### src/rtl/w_input_conditioner.sv
// Synchronizes and debounces a bouncy pin into the detector's w input.
// Optional rising-edge pulse on w_rise when W_COND_RISE_PULSE_EN is defined.
module w_input_conditioner #(
  parameter int SYNC_STAGES     = 2,
  parameter int DEBOUNCE_CYCLES = 1000,
  parameter int CNT_W           = 10
) (
  input  logic clk,
  input  logic resetn,
  input  logic raw_in,
  output logic w,
  output logic w_rise,
  output logic busy
);

  if (SYNC_STAGES < 2) begin : g_bad_sync
    $error("SYNC_STAGES must be >= 2");
  end
  if (DEBOUNCE_CYCLES < 1) begin : g_bad_deb
    $error("DEBOUNCE_CYCLES must be >= 1");
  end
  if (CNT_W < 31 && (1 << CNT_W) <= DEBOUNCE_CYCLES - 1)
  begin : g_bad_cnt
    $error("CNT_W too narrow for DEBOUNCE_CYCLES");
  end

  typedef enum logic [1:0] {
    STABLE_LO,
    WAIT_HI,
    STABLE_HI,
    WAIT_LO
  } state_t;

  localparam logic [CNT_W-1:0] ONE  = CNT_W'(1);
  localparam logic [CNT_W-1:0] LAST = CNT_W'(DEBOUNCE_CYCLES - 1);
  localparam bit FAST = (DEBOUNCE_CYCLES == 1);

  logic [SYNC_STAGES-1:0] sync;
  logic                   s;
  state_t                 state;
  logic [CNT_W-1:0]       cnt;
  logic                   rise_q;

  always_ff @(posedge clk or negedge resetn) begin
    if (!resetn) begin
      sync <= '0;
    end else begin
      sync <= {sync[SYNC_STAGES-2:0], raw_in};
    end
  end

  assign s = sync[SYNC_STAGES-1];

  // w, busy and the pulse are registered alongside the state
  always_ff @(posedge clk or negedge resetn) begin
    if (!resetn) begin
      state  <= STABLE_LO;
      cnt    <= '0;
      w      <= 1'b0;
      busy   <= 1'b0;
      rise_q <= 1'b0;
    end else begin
      rise_q <= 1'b0;
      unique case (state)
        STABLE_LO: begin
          if (s) begin
            if (FAST) begin
              state  <= STABLE_HI;
              w      <= 1'b1;
              rise_q <= 1'b1;
            end else begin
              state <= WAIT_HI;
              cnt   <= ONE;
              busy  <= 1'b1;
            end
          end
        end
        WAIT_HI: begin
          if (!s) begin
            state <= STABLE_LO;
            cnt   <= '0;
            busy  <= 1'b0;
          end else if (cnt == LAST) begin
            state  <= STABLE_HI;
            cnt    <= '0;
            w      <= 1'b1;
            busy   <= 1'b0;
            rise_q <= 1'b1;
          end else begin
            cnt <= cnt + ONE;
          end
        end
        STABLE_HI: begin
          if (!s) begin
            if (FAST) begin
              state <= STABLE_LO;
              w     <= 1'b0;
            end else begin
              state <= WAIT_LO;
              cnt   <= ONE;
              busy  <= 1'b1;
            end
          end
        end
        WAIT_LO: begin
          if (s) begin
            state <= STABLE_HI;
            cnt   <= '0;
            busy  <= 1'b0;
          end else if (cnt == LAST) begin
            state <= STABLE_LO;
            cnt   <= '0;
            w     <= 1'b0;
            busy  <= 1'b0;
          end else begin
            cnt <= cnt + ONE;
          end
        end
      endcase
    end
  end

`ifdef W_COND_RISE_PULSE_EN
  assign w_rise = rise_q;
`else
  assign w_rise = 1'b0;
  logic unused_rise;
  assign unused_rise = rise_q;
`endif

endmodule
### config.mk
export PLATFORM = sky130hd
export DESIGN_NAME = w_input_conditioner
export DESIGN_NICKNAME = d
export VERILOG_FILES = /design/src/rtl/w_input_conditioner.sv
export SDC_FILE = /design/constraint.sdc
export NUM_CORES = 1
export LEC_CHECK = 0
export ABC_CLOCK_PERIOD_IN_PS = 2200
export CAP_MARGIN = 10
export CORE_MARGIN = 10
export CORE_UTILIZATION = 55
export DETAILED_ROUTE_END_ITERATION = 12
export PLACE_DENSITY = 0.77
export SETUP_SLACK_MARGIN = 0.5
export SYNTH_ARGS = -nofsm -noshare
export SYNTH_HDL_FRONTEND = slang
export SYNTH_SLANG_ARGS = --single-unit
### constraint.sdc
create_clock -name clk -period 2.2 [get_ports clk]
set_clock_uncertainty 0.05 [all_clocks]
set_input_delay 0.44 -clock clk [delete_from_list [all_inputs] [get_ports clk]]
set_output_delay 0.44 -clock clk [all_outputs]
set_load 0.05 [all_outputs]
* Word level (Yosys, flattened, before mapping)
Cells that the tools add are included.
** Storage, ports and cells
- Output and inout port bits :: 3
- Bits in registers :: 16
- Input port bits :: 3
- Logic and storage cells :: 47
** Operators by class
- Mux-type cells :: 24
- Reduce and logical (&&, ||, !) cells :: 5
- $add $sub $neg :: 1
- Eq/ne operators :: 12
** Operators by type and width (number)
- $mux 10 :: 5
- $pmux 10 s4 :: 1
- $mux 2 :: 6
- $ne 2x2->1 const B :: 6
- $add 10x1->10 const B :: 1
- $eq 10x10->1 const B :: 1
- $mux 1 :: 9
- $pmux 2 s4 :: 1
- $ne 3x3->1 const B :: 2
- $reduce_and 5->1 :: 1
- $eq 2x2->1 const B :: 2
- $pmux 1 s4 :: 1
- $reduce_and 4->1 :: 1
- $eq 2x1->1 const B :: 1
- $logic_not 2->1 :: 1
- $pmux 1 s2 :: 1
- $reduce_and 2->1 :: 1
- $reduce_bool 2->1 :: 1

* Logic depth before layout (Yosys ltp)
- Depth in word-level cells :: 4
- Gate-level depth with buffers :: 5
- Mapped depth without buffers :: 5

* Least setup slack after synthesis
Ideal clock, no wire load.
- Path kind :: register to register
- From :: reg cnt[0]
- To :: reg cnt[8]
- Setup time :: 0.080 ns
- Required time :: 2.070 ns
- Arrival time :: 1.632 ns
- Buffers on the path :: 0
- Setup slack :: 0.437 ns
- Stages on the path, launching flop included :: 6
- Clock period less this slack :: 1.763 ns
- Cells stage by stage :: dfrtp_1 > ha_1 > and3b_1 > and3_1 > or4_4 > o211ai_2
** On the way
- Word-level cells in the longest chain between the ends :: 4
- Elaborated cells on any way between the ends :: 6
- Classes of those cells :: 1 x add/sub; 1 x eq/ne; 4 x mux
** RTL lines
- from (decl) :: line 41 : logic [CNT_W-1:0] cnt;
- from (signal assigned) :: line 90 : cnt <= cnt + ONE;
- from (signal assigned) :: line 116 : cnt <= cnt + ONE;
- $add 10x1->10 / $eq 10x10->1 (equally long branches)
- $mux 10 (*) :: line 83, 110
- $mux 10 (on tied branches) :: line 106, 79
- $pmux 10 s4 (*) :: line 64 : unique case (state)
Every way passes the cells marked *; elsewhere a longest branch is shown, timed or not.
A chain may end at the register's enable or synchronous reset.

* Final worst setup path
- From :: reg busy
- To :: out busy
** RTL lines
- from (decl) :: line 13 : output logic busy
- from (signal assigned) :: line 60 : busy <= 1'b0;
- from (signal assigned) :: line 74 : busy <= 1'b1;
- from (signal assigned) :: line 82 : busy <= 1'b0;
No word-level cell between the ends.

==> flow_summary.ini <==
[routing]
drt_pass1_iterations = 4
dr.first_iter.drc_count = 7
totalWireLength_um = 1620
drc = 0
postRouteAntennaNets = 0
wl_per_cell_um = 15.14
vias = 639
avgViaCountPerCell = 5.972

[synth]
syn_area_um2 = 823.3
synth-edff-count = 0
async_reset_ff_share_pct = 100.0
syn_nets = 85
syn_area_per_cell_um2 = 10.16
yosysSeqAreaShare_pct = 48.63
synthDistinctLibCells = 40
ys_warn_count = 0
synthCells = 81
ys_dominant_reg_cell = dfrtp_1
ys_ff_latch = 16

[sta]
setup_viol = 0
finalCriticalPeriod_ns = 1.643
holdWs_ns = 0.3361
relSlewSlack_pct = 62.87
post-route-period-util_pct = 74.68
rsz0062_at_grt = yes
tightest_slew_ns = 0.5549
finalHoldViolations = 0
finalSetupTns_ns = 0
maxSlewViolCount = 0
clock.fmax_mhz = 608.7

[global_route]
grt.total_usage_pct = 10.21
grt_pass1_wl_um = 2739
antenna_found_initial = 0
grt_pass1_vias = 588
overflow = 0
grt_max_degree = 17

[cts]
cts_tree = built
clock_latency_ns = 0.28
clk_pin_slew_ns = 0.09
cts_root_buf = clkbuf_4
htreeDepth = 1
clock-sinks = 16
cts-buffers-inserted = 3
ctsHoldBuffers = 0
clk_path_buf_depth = 2

[floorplan]
start_util_pct = 60.98
fp.dieH_um = 58.69
fp.dieW_um = 58.69
num_rows = 13
core_area_um2 = 1350
dieArea_um2 = 3445
io_pins = 6

[setup_path]
r2r_setup_slack_ns = 0.56
critPathSlowestCell = clkdlybuf4s15_1
cp-end-kind = primary output
worst_r2r_path_depth = 4
cp.arrival_ns = 1.15
crit_buf_inv = 1
required_ns = 1.71
critPathKind = reg -> out
crit_path_max_incr_delay_ns = 0.50
critical_path.top_delay_family = buffers and inverters
r2r_start = sync[1]
crit_fanout = 3
crit_chain = clkdlybuf4s15_1
worstSetupStartpointType = register
worstReg2RegEnd = cnt[5]

[min_path]
holdPathEnd = sync[1]
holdPathStages = 0
hp-start = sync[0]
min_path_type = reg -> reg

[power]
total_power_uw = 521.7
ir_worst_vdd_mv = 0.5065
leakage_uw = 0.0004265
powerDensity_nw_per_um2 = 540.8

[run]
cap_violations = 0

[placed_design]
port_buffers = 4
gp_congestion = 0.8213
hpwl_um = 1149

[cells_and_area]
fin_nets = 98
drive_above_1_share_pct = 22.83
areaGrowthSynthToFinish_pct = 17.17
fillers = 98
antenna_cells = 0
post-route-util_pct = 71.46

[run_status]
status = complete, no violations
[final cells by class]
type / count / area, um2 / share of cell area (%)
clock buffers: 3 / 22.52 / 2.335
repair buffers: 10 / 80.08 / 8.301
multi-input cells: 62 / 437.9 / 45.40
flip-flops and latches: 16 / 401.6 / 41.63
well taps: 15 / 18.77 / 1.946
inverters: 1 / 3.754 / 0.3891
[cells by family (layout without fill, tap and decap cells)]
group           after synthesis  in the layout  share of synthesized area [%]
fa+ha+maj                     1              1                          1.520
compound gates               17             17                          15.35
flops                        16             16                          48.63
mux                           2              2                          2.584
buf+inv                       3             14                          1.975
xor+xnor                      4              4                          5.168
simple gates                 37             37                          24.32
other cells                   1              1                         0.4555
[placed cells by master, fill, tap and decap left out, types with 2 or more instances in the layout]
cell type	instances
clkdlybuf4s50_1	2
o21ai_1	2
or4_4	2
nor2_1	5
dfrtp_1	15
clkbuf_4	3
nand2_1	13
o211ai_2	2
xor2_1	2
o21ai_0	3
nand3_1	5
buf_4	6
[registers in the layout (all words and copies together) (netlist names), named ones only]
register and flops:
cnt 10, w 1, state 1, busy 1, sync 2
[routing by layer]
| metal | global-route usage [%] | routed length, um | vias up |
|---|---|---|---|
| li1 | - | - | 319 |
| met1 | 12.02 | 766 | 309 |
| met2 | 16.54 | 750 | 7 |
| met3 | 2.361 | 68 | 4 |
| met4 | 5.902 | 36 | 0 |
| met5 | 0 | 0 | - |
[worst max path at each step]
| stage | start | end | slack (ns) | cells after the start |
|---|---|---|---|---|
| finish | busy | busy | 0.56 | 1 |
| global route | sync[1] | cnt[5] | 0.46 | 4 |
| CTS | sync[1] | cnt[5] | 0.51 | 4 |
| detailed placement | cnt[0] | cnt[8] | 0.45 | 5 |
| global placement | cnt[0] | cnt[8] | 0.50 | 5 |
| floorplan | cnt[0] | cnt[8] | 0.52 | 5 |
[cell usage after synthesis (2+ instances only)]
cell,n,area share [%]
dfrtp_1,16,49
nand2_1,13,5.9
nand3_1,5,3.0
nor2_1,5,2.3
o21ai_0,3,1.8
o211ai_2,2,3.0
o21ai_1,2,1.2
or4_4,2,2.7
xor2_1,2,2.1
[stage by stage]
step,worst slack (ns),cells,area [um2]
3_3_place_gp,0.4990,99,884.6
6_report,0.5570,107,964.7
5_1_grt,0.4568,107,964.7
2_1_floorplan,0.5185,81,830.8
4_1_cts,0.5057,105,937.1
3_5_place_dp,0.4480,99,884.6
[what timing repair did]
action	in CTS	in global routing
endpoints found under the setup margin	4	7
gates resized for setup	3	6
pin swaps	3	2
setup buffers	3	2
[report_power, final]
part           leakage, uW  switching (uW)  internal (uW)  total [uW]
registers         0.000210            12.5            303         316
logic             0.000203            34.4           22.3        56.7
clock network    0.0000138            85.7           63.6         149
No activity file was read; power rests on OpenSTA's default activity.
